## config.mk

```make
export PLATFORM = sky130hd
export DESIGN_NAME = alu_arb_flat
export DESIGN_NICKNAME = d
export VERILOG_FILES = /design/src/rtl/alu_arb_pkg.sv /design/src/rtl/alu_arb_if.sv /design/src/rtl/alu_arb_rr_arb2.sv /design/src/rtl/alu_arb.sv /design/src/flat_wrapper.sv
export SDC_FILE = /design/constraint.sdc
export NUM_CORES = 1
export LEC_CHECK = 0
export BUFFER_PORTS_ARGS = -buffer_cell sky130_fd_sc_hd__clkbuf_2
export CAP_MARGIN = 30
export CORE_ASPECT_RATIO = 0.6
export CORE_MARGIN = 2
export CORE_UTILIZATION = 40
export CTS_CLUSTER_DIAMETER = 150
export DETAILED_ROUTE_END_ITERATION = 10
export HOLD_SLACK_MARGIN = 0.06
export PLACE_DENSITY = 0.74
export SLEW_MARGIN = 10
export SYNTH_ARGS = -nofsm -noshare
export SYNTH_HDL_FRONTEND = slang
export SYNTH_SLANG_ARGS = --single-unit
```

## constraint.sdc

```tcl
create_clock -name clk -period 1.4 [get_ports clk]
set_input_delay 0.07 -clock clk [delete_from_list [all_inputs] [get_ports clk]]
set_output_delay 0.07 -clock clk [all_outputs]
set_load 0.01 [all_outputs]
```

## src/rtl/alu_arb_pkg.sv

```systemverilog
// alu_arb_pkg -- shared definitions for the ALU arbiter slice.
//   * data/opcode widths
//   * FSM state encoding (IDLE/EXEC)
//   * ALUOp codes understood by the shared alu instance
//   * LOCK_EN: 1 when the build defines ALU_ARB_LOCK_EN (requester lock
//     ports present), 0 otherwise (pure round-robin)
package alu_arb_pkg;

  localparam int unsigned DATA_W = 32;
  localparam int unsigned OP_W   = 5;

  typedef enum logic {
    IDLE = 1'b0,
    EXEC = 1'b1
  } state_t;

`ifdef ALU_ARB_LOCK_EN
  localparam bit LOCK_EN = 1'b1;
`else
  localparam bit LOCK_EN = 1'b0;
`endif

  // ALUOp codes
  localparam logic [OP_W-1:0] ALU_ADD  = 5'd0;
  localparam logic [OP_W-1:0] ALU_SUB  = 5'd1;
  localparam logic [OP_W-1:0] ALU_AND  = 5'd2;
  localparam logic [OP_W-1:0] ALU_OR   = 5'd3;
  localparam logic [OP_W-1:0] ALU_XOR  = 5'd4;
  localparam logic [OP_W-1:0] ALU_SLT  = 5'd5;
  localparam logic [OP_W-1:0] ALU_SLTU = 5'd6;
  localparam logic [OP_W-1:0] ALU_SLL  = 5'd7;
  localparam logic [OP_W-1:0] ALU_SRL  = 5'd8;
  localparam logic [OP_W-1:0] ALU_SRA  = 5'd9;

endpackage

```

## src/rtl/alu_arb_if.sv

```systemverilog
// alu_arb_if -- bundle of the two requester ports, their response ports
// and the link to the shared alu.
//   slave  : arbiter side (alu_arb)
//   master : requesters + alu side (parent / testbench)
// Optional: with ALU_ARB_LOCK_EN defined, req0_lock/req1_lock are added.
//
// Handshake: a request transfers on a rising clk edge where reqN_valid and
// reqN_ready are both high. A requester holds valid, operands (and lock)
// stable until that edge. Responses have no back-pressure: rspN_c/rspN_zero
// are sampled during the single cycle rspN_valid is high and then hold.
interface alu_arb_if;
  import alu_arb_pkg::*;

  logic              req0_valid, req1_valid;
  logic              req0_ready, req1_ready;
  logic [DATA_W-1:0] req0_a, req0_b, req1_a, req1_b;
  logic [OP_W-1:0]   req0_op, req1_op;
`ifdef ALU_ARB_LOCK_EN
  logic              req0_lock, req1_lock;
`endif

  logic              rsp0_valid, rsp1_valid;
  logic [DATA_W-1:0] rsp0_c, rsp1_c;
  logic              rsp0_zero, rsp1_zero;

  logic [DATA_W-1:0] alu_a, alu_b;
  logic [OP_W-1:0]   alu_op;
  logic [DATA_W-1:0] alu_c;
  logic              alu_zero;

  modport slave (
    input  req0_valid, req1_valid, req0_a, req0_b, req1_a, req1_b,
    input  req0_op, req1_op,
    output req0_ready, req1_ready,
    output rsp0_valid, rsp1_valid, rsp0_c, rsp1_c, rsp0_zero, rsp1_zero,
    output alu_a, alu_b, alu_op,
    input  alu_c, alu_zero
`ifdef ALU_ARB_LOCK_EN
    , input req0_lock, req1_lock
`endif
  );

  modport master (
    output req0_valid, req1_valid, req0_a, req0_b, req1_a, req1_b,
    output req0_op, req1_op,
    input  req0_ready, req1_ready,
    input  rsp0_valid, rsp1_valid, rsp0_c, rsp1_c, rsp0_zero, rsp1_zero,
    input  alu_a, alu_b, alu_op,
    output alu_c, alu_zero
`ifdef ALU_ARB_LOCK_EN
    , output req0_lock, req1_lock
`endif
  );

endinterface

```

## src/rtl/alu_arb_rr_arb2.sv

```systemverilog
// rr_arb2 -- two-way round-robin arbiter.
//   clk, rst   : clock, synchronous active-high reset
//   valid[1:0] : requesters asking for a grant
//   update     : the current grant was taken; remember it as last winner
//   lock_hold  : only the last winner is eligible
//   grant[1:0] : one-hot winner, or zero when nobody is eligible
module rr_arb2 (
  input  logic       clk,
  input  logic       rst,
  input  logic [1:0] valid,
  input  logic       update,
  input  logic       lock_hold,
  output logic [1:0] grant
);

  // Index of the most recent winner. Reset to 1 so req0 wins the first tie.
  logic last_q;

  always_ff @(posedge clk) begin
    if (rst) begin
      last_q <= 1'b1;
    end else if (update) begin
      last_q <= grant[1];
    end
  end

  always_comb begin
    grant = 2'b00;
    if (lock_hold) begin
      if (last_q) grant[1] = valid[1];
      else        grant[0] = valid[0];
    end else if (valid == 2'b11) begin
      grant = last_q ? 2'b01 : 2'b10;
    end else begin
      grant = valid;
    end
  end

endmodule

```

## src/rtl/alu_arb.sv

```systemverilog
// alu_arb -- shares one external alu between two requesters.
//   clk, rst  : clock, synchronous active-high reset
//   bus       : alu_arb_if.slave (requests, responses, alu link)
//   dbg_state : current FSM state
// One operation takes two cycles: accept in IDLE, the alu evaluates the
// operand registers in EXEC, the result is captured at the end of EXEC and
// the owner's rspN_valid pulses in the following cycle (which may itself
// be an accept cycle).
// Optional: ALU_ARB_LOCK_EN adds requester locks; an accepted lock=1
// request keeps that requester as the only eligible winner until it gets
// an accepted lock=0 request.
module alu_arb
  import alu_arb_pkg::*;
(
  input  logic       clk,
  input  logic       rst,
  alu_arb_if.slave   bus,
  output state_t     dbg_state
);

  state_t            state_q, state_d;
  logic [1:0]        valid, grant, ready;
  logic              accept;
  logic              owner_q;
  logic              lock_q;
  logic              lock_hold;
  logic [DATA_W-1:0] a_q, b_q;
  logic [OP_W-1:0]   op_q;
  logic [1:0]        rsp_valid_q;
  logic [DATA_W-1:0] rsp0_c_q, rsp1_c_q;
  logic              rsp0_zero_q, rsp1_zero_q;

  assign valid     = {bus.req1_valid, bus.req0_valid};
  assign lock_hold = LOCK_EN && lock_q;

  rr_arb2 u_rr (
    .clk       (clk),
    .rst       (rst),
    .valid     (valid),
    .update    (accept),
    .lock_hold (lock_hold),
    .grant     (grant)
  );

  always_comb begin
    state_d = state_q;
    ready   = 2'b00;
    case (state_q)
      IDLE: begin
        if (!rst) ready = grant;
        if (ready != 2'b00) state_d = EXEC;
      end
      EXEC:    state_d = IDLE;
      default: state_d = IDLE;
    endcase
  end

  // grant is a subset of valid, so any ready bit is a completed handshake
  assign accept = (ready != 2'b00);

  always_ff @(posedge clk) begin
    if (rst) begin
      state_q     <= IDLE;
      owner_q     <= 1'b0;
      lock_q      <= 1'b0;
      a_q         <= '0;
      b_q         <= '0;
      op_q        <= '0;
      rsp_valid_q <= 2'b00;
      rsp0_c_q    <= '0;
      rsp1_c_q    <= '0;
      rsp0_zero_q <= 1'b0;
      rsp1_zero_q <= 1'b0;
    end else begin
      state_q     <= state_d;
      rsp_valid_q <= 2'b00;
      if (accept) begin
        owner_q <= ready[1];
        if (ready[1]) begin
          a_q  <= bus.req1_a;
          b_q  <= bus.req1_b;
          op_q <= bus.req1_op;
        end else begin
          a_q  <= bus.req0_a;
          b_q  <= bus.req0_b;
          op_q <= bus.req0_op;
        end
`ifdef ALU_ARB_LOCK_EN
        lock_q <= ready[1] ? bus.req1_lock : bus.req0_lock;
`endif
      end
      if (state_q == EXEC) begin
        rsp_valid_q[owner_q] <= 1'b1;
        if (owner_q) begin
          rsp1_c_q    <= bus.alu_c;
          rsp1_zero_q <= bus.alu_zero;
        end else begin
          rsp0_c_q    <= bus.alu_c;
          rsp0_zero_q <= bus.alu_zero;
        end
      end
    end
  end

  assign bus.req0_ready = ready[0];
  assign bus.req1_ready = ready[1];
  assign bus.rsp0_valid = rsp_valid_q[0];
  assign bus.rsp1_valid = rsp_valid_q[1];
  assign bus.rsp0_c     = rsp0_c_q;
  assign bus.rsp1_c     = rsp1_c_q;
  assign bus.rsp0_zero  = rsp0_zero_q;
  assign bus.rsp1_zero  = rsp1_zero_q;
  assign bus.alu_a      = a_q;
  assign bus.alu_b      = b_q;
  assign bus.alu_op     = op_q;
  assign dbg_state      = state_q;

endmodule

```

## src/flat_wrapper.sv

```systemverilog
// flat-port wrapper written by rule: the top's interface ports become plain ports
module alu_arb_flat import alu_arb_pkg::*;
  (clk, rst, dbg_state, bus_req0_valid, bus_req1_valid, bus_req0_a, bus_req0_b, bus_req1_a, bus_req1_b, bus_req0_op, bus_req1_op, bus_req0_ready, bus_req1_ready, bus_rsp0_valid, bus_rsp1_valid, bus_rsp0_c, bus_rsp1_c, bus_rsp0_zero, bus_rsp1_zero, bus_alu_a, bus_alu_b, bus_alu_op, bus_alu_c, bus_alu_zero);
  alu_arb_if bus_i ();
  input  logic clk;
  input  logic rst;
  output state_t dbg_state;
  input wire logic [$bits(bus_i.req0_valid)-1:0] bus_req0_valid;
  input wire logic [$bits(bus_i.req1_valid)-1:0] bus_req1_valid;
  input wire logic [$bits(bus_i.req0_a)-1:0] bus_req0_a;
  input wire logic [$bits(bus_i.req0_b)-1:0] bus_req0_b;
  input wire logic [$bits(bus_i.req1_a)-1:0] bus_req1_a;
  input wire logic [$bits(bus_i.req1_b)-1:0] bus_req1_b;
  input wire logic [$bits(bus_i.req0_op)-1:0] bus_req0_op;
  input wire logic [$bits(bus_i.req1_op)-1:0] bus_req1_op;
  output wire logic [$bits(bus_i.req0_ready)-1:0] bus_req0_ready;
  output wire logic [$bits(bus_i.req1_ready)-1:0] bus_req1_ready;
  output wire logic [$bits(bus_i.rsp0_valid)-1:0] bus_rsp0_valid;
  output wire logic [$bits(bus_i.rsp1_valid)-1:0] bus_rsp1_valid;
  output wire logic [$bits(bus_i.rsp0_c)-1:0] bus_rsp0_c;
  output wire logic [$bits(bus_i.rsp1_c)-1:0] bus_rsp1_c;
  output wire logic [$bits(bus_i.rsp0_zero)-1:0] bus_rsp0_zero;
  output wire logic [$bits(bus_i.rsp1_zero)-1:0] bus_rsp1_zero;
  output wire logic [$bits(bus_i.alu_a)-1:0] bus_alu_a;
  output wire logic [$bits(bus_i.alu_b)-1:0] bus_alu_b;
  output wire logic [$bits(bus_i.alu_op)-1:0] bus_alu_op;
  input wire logic [$bits(bus_i.alu_c)-1:0] bus_alu_c;
  input wire logic [$bits(bus_i.alu_zero)-1:0] bus_alu_zero;
  assign bus_i.req0_valid = bus_req0_valid;
  assign bus_i.req1_valid = bus_req1_valid;
  assign bus_i.req0_a = bus_req0_a;
  assign bus_i.req0_b = bus_req0_b;
  assign bus_i.req1_a = bus_req1_a;
  assign bus_i.req1_b = bus_req1_b;
  assign bus_i.req0_op = bus_req0_op;
  assign bus_i.req1_op = bus_req1_op;
  assign bus_req0_ready = bus_i.req0_ready;
  assign bus_req1_ready = bus_i.req1_ready;
  assign bus_rsp0_valid = bus_i.rsp0_valid;
  assign bus_rsp1_valid = bus_i.rsp1_valid;
  assign bus_rsp0_c = bus_i.rsp0_c;
  assign bus_rsp1_c = bus_i.rsp1_c;
  assign bus_rsp0_zero = bus_i.rsp0_zero;
  assign bus_rsp1_zero = bus_i.rsp1_zero;
  assign bus_alu_a = bus_i.alu_a;
  assign bus_alu_b = bus_i.alu_b;
  assign bus_alu_op = bus_i.alu_op;
  assign bus_i.alu_c = bus_alu_c;
  assign bus_i.alu_zero = bus_alu_zero;
  alu_arb u_core (.clk(clk), .rst(rst), .bus(bus_i), .dbg_state(dbg_state));
endmodule
```

* Yosys cells after proc, flatten, opt, wreduce, memory -nomap -nowiden
Index checks and enable logic that the tools add are counted.
** Cells by class
- Reduce and logical (&&, ||, !) cells :: 6
- Eq/ne operators :: 1
- $lt $le $gt $ge :: 2
- Bitwise logic cells :: 2
- Multiplexer cells :: 12
** Operator list (number)
- 2-to-1 mux 32 bit :: 2
- 2-to-1 mux 2 bit :: 5
- 2-to-1 mux 5 bit :: 1
- AND reduction 2 bit :: 2
- nonzero test 2 bit :: 2
- equality test 2 bit (second input constant) :: 1
- < comparator 1 x 2 -> 1 bit (second input constant) :: 1
- 2-to-1 mux 1 bit :: 2
- inverter 1 bit :: 2
- one-hot mux 1 bit (2 select lines) :: 1
- OR reduction 2 bit :: 1
- demux 1 bit (select 1 bit) :: 1
- greater-or-equal comparator 1 bit (second input constant) :: 1
- logical AND 1 bit :: 1
** Word-level totals
- Output and inout bits :: 140
- Word-level logic and storage cells :: 34
- Register bits :: 140

* Depth between registers and ports, before layout
- Word-level depth :: 7
- Mapped depth :: 7
- Depth with buffers taken out :: 3

* By module
From an unflattened synthesis, not the netlist that was laid out.
** Unflattened totals
- Cells, all modules :: 632
- Area, all modules :: 5994.5 sq um
** Modules (own cells, without submodules)
- alu_arb :: cells an instance 620, times used 1, area an instance 5900.7 sq um, seq. area each 2782.7 sq um
- rr_arb2 :: cells an instance 12, times used 1, area an instance 93.8 sq um, seq. area each 20.0 sq um

* Worst setup path before layout
Ideal clock, no wire load.
- Path kind :: reg2reg
- Start :: register u_core.state_q, in the netlist u_core.dbg_state
- End :: register u_core.b_q[24], in the netlist u_core.bus.alu_b[24]
- Path buffers :: 2
- Slack :: 59 ps
- Stages on the path, launching flop included :: 6
- Arrival time :: 1256 ps
- Cell sequence :: dfxtp_1 nand2b_1 buf_2 clkbuf_1 o32ai_1 a211oi_1
** Between the ends
- Longest elaborated chain between the ends :: 2
- Elaborated cells between the ends (all ways) :: 3
** RTL lines
- from (decl) :: RTL line alu_arb.sv:21 : state_t state_q, state_d;
- from (signal assigned) :: RTL line alu_arb.sv:75 : state_q <= state_d;
- 2-to-1 mux 2 bit * :: RTL line alu_arb.sv:48 : case (state_q)
- 2-to-1 mux 32 bit / nonzero test 2 bit (equally long branches) :: RTL line alu_arb.sv:79, alu_arb.sv:59
- to (signal assigned) :: RTL line alu_arb.sv:81 : b_q <= bus.req1_b;
- to (signal assigned) :: RTL line alu_arb.sv:85 : b_q <= bus.req0_b;
- to (decl) :: RTL line alu_arb.sv:27 : logic [DATA_W-1:0] a_q, b_q;
Every way passes the cells marked *; elsewhere a longest branch is shown, timed or not.
A chain may end at the register's enable or synchronous reset.

* Worst setup path in the final report
- Start :: register u_core.state_q, in the netlist u_core.dbg_state
- End :: register u_core.op_q[2], in the netlist u_core.bus.alu_op[2]
** Between the ends
- Longest elaborated chain between the ends :: 2
- Elaborated cells between the ends (all ways) :: 3
** RTL lines
- 2-to-1 mux 2 bit * :: RTL line alu_arb.sv:48
- 2-to-1 mux 5 bit / nonzero test 2 bit (equally long branches) :: RTL line alu_arb.sv:79, alu_arb.sv:59
- to (signal assigned) :: RTL line alu_arb.sv:82 : op_q <= bus.req1_op;
- to (signal assigned) :: RTL line alu_arb.sv:86 : op_q <= bus.req0_op;
- to (decl) :: RTL line alu_arb.sv:28 : logic [OP_W-1:0] op_q;
Marks and branches as above.

==> flow_summary.json <==
{
  "topRoutingLayerUsed": "met4",
  "htree_levels": 4,
  "cts_buffers": 17,
  "hp-start": "rst",
  "wl_met1_microns": 9780,
  "criticalPathCategory": "flop to flop",
  "run_status": "complete, but fails checks",
  "cts-root-buf": "clkbuf_16",
  "vias": 6941,
  "cts_tree": "done",
  "stdcell_count": 1291,
  "fp.coreArea_sq_mm": 0.0135,
  "ir_worst_vdd_mv": 0.751,
  "finalWeightedCongestion": 0.821,
  "dp_worst_setup_slack_ns": -0.0755,
  "fin_skew_ns": 0.0110,
  "antenna_found_initial": 1,
  "power_leakage_nw": 4.62,
  "hold_path_end": "u_core.owner_q$_SDFFE_PP0P_",
  "ys_ff_latch": 140,
  "yosysSeqAreaShare_pct": 51.1,
  "worstSkewPairLatency_ns": 0.41,
  "fmax_mhz": 684,
  "synth_cells": 647,
  "slew_violations": 0,
  "clock-sinks": 140,
  "synthDistinctLibCells": 22,
  "setup_viol": 15,
  "wl_met2_microns": 11600,
  "synth_top_area_share_pct": 51.1,
  "r2r_start": "u_core.dbg_state$_SDFF_PP0_",
  "post-route-min-period_ns": 1.46,
  "synth.avg_cell_area_sq_um": 8.47,
  "syn-num-nets": 822,
  "maxSlewHeadroom_pct": 60.7,
  "nets": 1277,
  "drive_gt1_share_pct": 40.3,
  "placed_area_sq_mm": 0.00732,
  "drt_iter0_markers": 586,
  "io_buffers": 314,
  "die_w_microns": 155,
  "synthToLayoutAreaGrowth_pct": 84.9,
  "drc": 0,
  "via_per_inst": 5.38,
  "clkTransAtPathRegs_ns": 0.06,
  "grt_overflow": 0,
  "crit_path_max_fanout": 13,
  "min_path_type": "input pin to flop",
  "internal-power_mw": 8.75,
  "reg2reg_slack_ns": -0.06,
  "rsz0062_at_grt": "true",
  "worstPathArrival_ns": 1.77,
  "drv_cap": 0,
  "pwr-share-seq_pct": 37.1,
  "finalHoldViolations": 1,
  "yosys-top-cells-area": "dfxtp_1 51%, nand2_1 9.2%, o32ai_1 8.5%, a211oi_1 7.3%, a21oi_1 6.0%",
  "ctsHoldBuffers": 141,
  "grt_max_degree": 57,
  "synth.cell_area_sq_mm": 0.00548,
  "final_cell_area_sq_mm": 0.0101,
  "startpoint_type": "flop",
  "die-area_sq_mm": 0.0147,
  "drtAntennaViolNets": 0,
  "power_frac_clock_pct": 42.1,
  "grt_use_total_pct": 28.5,
  "synth_top_cell_by_area": "dfxtp_1",
  "first_global_vias": 6458,
  "wl_per_cell_microns": 18.9,
  "rr_worst_depth": 4,
  "powerDensity_mw_per_mm2": 1190,
  "initial_core_util_pct": 40.6,
  "grt_pass1_wl_microns": 32800,
  "worst_r2r_endpoint": "u_core.bus.alu_op[2]$_SDFFE_PP0P_",
  "power_switching_mw": 3.30,
  "switching_share_pct": 27.4,
  "io_pins": 315,
  "fin_ws_ns": -0.0612,
  "worst_pin_slew_ns": 0.575,
  "hpwl_microns": 12800,
  "fp.dieH_microns": 94.7,
  "holdPathStages": 2,
  "finalWirelength_microns": 24400,
  "drt_pass1_iterations": 5,
  "dpl.cell_count": 1095,
  "critical_path_required_ns": 1.71,
  "period_share_pct": 104,
  "end_kind": "flop",
  "violations": "hold timing, setup timing",
  "clockBufferDepth": 2,
  "fp-row-count": 33,
  "whs_ns": -0.00553,
  "combPwrFrac_pct": 20.8,
  "routed-wl-met3_microns": 2070,
  "synth_warnings": 0,
  "finalSetupTns_ns": -0.263
}
[layout make-up]
type	instances	area, sq um
antenna	1	2.50
clock buffer	18	429
clock inverter	14	233
fill	887	3370
inverter	53	199
multi-input combinational	388	2520
sequential	140	2810
tap	175	219
timing repair buffer	502	3730
[worst max-delay path, cell delays in order, from the launching register on]
cell,delay (ns)
dfxtp_4,0.36
o21ba_2,0.37
buf_4,0.26
o32ai_1,0.12
a211oi_1,0.26
[placed cells by master (no fill, tap or decap), drive strengths merged]
| master | count |
|---|---|
| clkinvlp | 1 |
| dfxtp | 140 |
| a211oi | 53 |
| a2111oi | 16 |
| a211o | 1 |
| diode | 1 |
| nand2 | 134 |
| nor2b | 2 |
| and2 | 2 |
| nor3 | 20 |
| a21oi | 66 |
| o32ai | 53 |
| clkbuf | 338 |
| nor2 | 20 |
| o21ba | 2 |
| dlygate4sd3 | 141 |
| nand2b | 3 |
| inv | 58 |
| buf | 41 |
| bufinv | 5 |
| nor4 | 16 |
| clkinv | 3 |
[how the worst max path moves through the flow]
stage                                                from                                end  slack [ns]  depth (start not counted)
after global placement    u_core.u_rr.last_q$_SDFFE_PP1P_  u_core.bus.alu_a[10]$_SDFFE_PP0P_       -0.01                          5
final                         u_core.dbg_state$_SDFF_PP0_  u_core.bus.alu_op[2]$_SDFFE_PP0P_       -0.06                          4
after detailed placement  u_core.u_rr.last_q$_SDFFE_PP1P_  u_core.bus.alu_a[10]$_SDFFE_PP0P_       -0.08                          5
after global routing          u_core.dbg_state$_SDFF_PP0_  u_core.bus.alu_op[2]$_SDFFE_PP0P_       -0.14                          4
after CTS                     u_core.dbg_state$_SDFF_PP0_                     bus_req0_ready       -0.13                          4
after floorplan               u_core.dbg_state$_SDFF_PP0_  u_core.bus.alu_b[24]$_SDFFE_PP0P_        0.06                          5
[metal layers]
| layer | GRT usage [%] | up-vias |
|---|---|---|
| met1 | 34.1 | 3225 |
| li1 | - | 3201 |
| met2 | 48.6 | 429 |
| met3 | 6.79 | 86 |
| met5 | 0 | - |
| met4 | 14.1 | 0 |
[power groups by stage]
stage / logic [mW] / clock network [mW] / registers, mW
floorplan: 0.744 / 0 / 4.65
finish: 2.50 / 5.08 / 4.47
global placement: 1.71 / 0 / 4.52
detailed placement: 1.73 / 0 / 4.52
CTS: 2.10 / 5.13 / 4.44
global route: 2.65 / 5.31 / 4.50
[flip-flops by register name, summed over array words and instances, names as in the netlist]
register and count:
u_core.bus.rsp1_c 32, u_core.u_rr.last_q 1, u_core.bus.alu_b 32, u_core.bus.alu_a 32
u_core.dbg_state 1, u_core.owner_q 1, u_core.bus.rsp0_c 32, u_core.bus.rsp0_zero 1
u_core.rsp_valid_q 2, u_core.bus.alu_op 5, u_core.bus.rsp1_zero 1
[cells in the mapped netlist (all sizes together)]
cell type / instances
a2111oi: 16
a211o: 1
a211oi: 53
a21oi: 66
and2: 2
buf: 26
clkbuf: 40
dfxtp: 140
inv: 53
nand2: 134
nand2b: 3
nor2: 20
nor2b: 2
nor3: 20
nor4: 16
o21ba: 2
o32ai: 53
[cell families after synthesis]
kind of cell	Yosys count	share of synthesized area (%)
and+or+nand+nor	197	15.2
DFF	140	51.1
AOI/OAI and AO/OA	191	24.8
buffers and inverters	119	8.79
[metrics by stage]
stage	power (mW)	util, %
after global routing	12.5	75.1
after CTS	11.7	70.4
after detailed placement	6.25	54.2
after floorplan	5.39	-
after global placement	6.23	54.2
final	12.1	75.1
[what timing repair did]
| action | 4_1_cts | 5_1_grt |
|---|---|---|
| gates resized for setup | 11 | 70 |
| pin swaps | 1 | 19 |
| endpoints found under the hold margin | 138 | 9 |
| gates cloned | 1 | 10 |
| setup buffers | 5 | 6 |
| setup endpoints to repair | 4 | 82 |
Note: power is estimated with default switching activity, not from simulation.
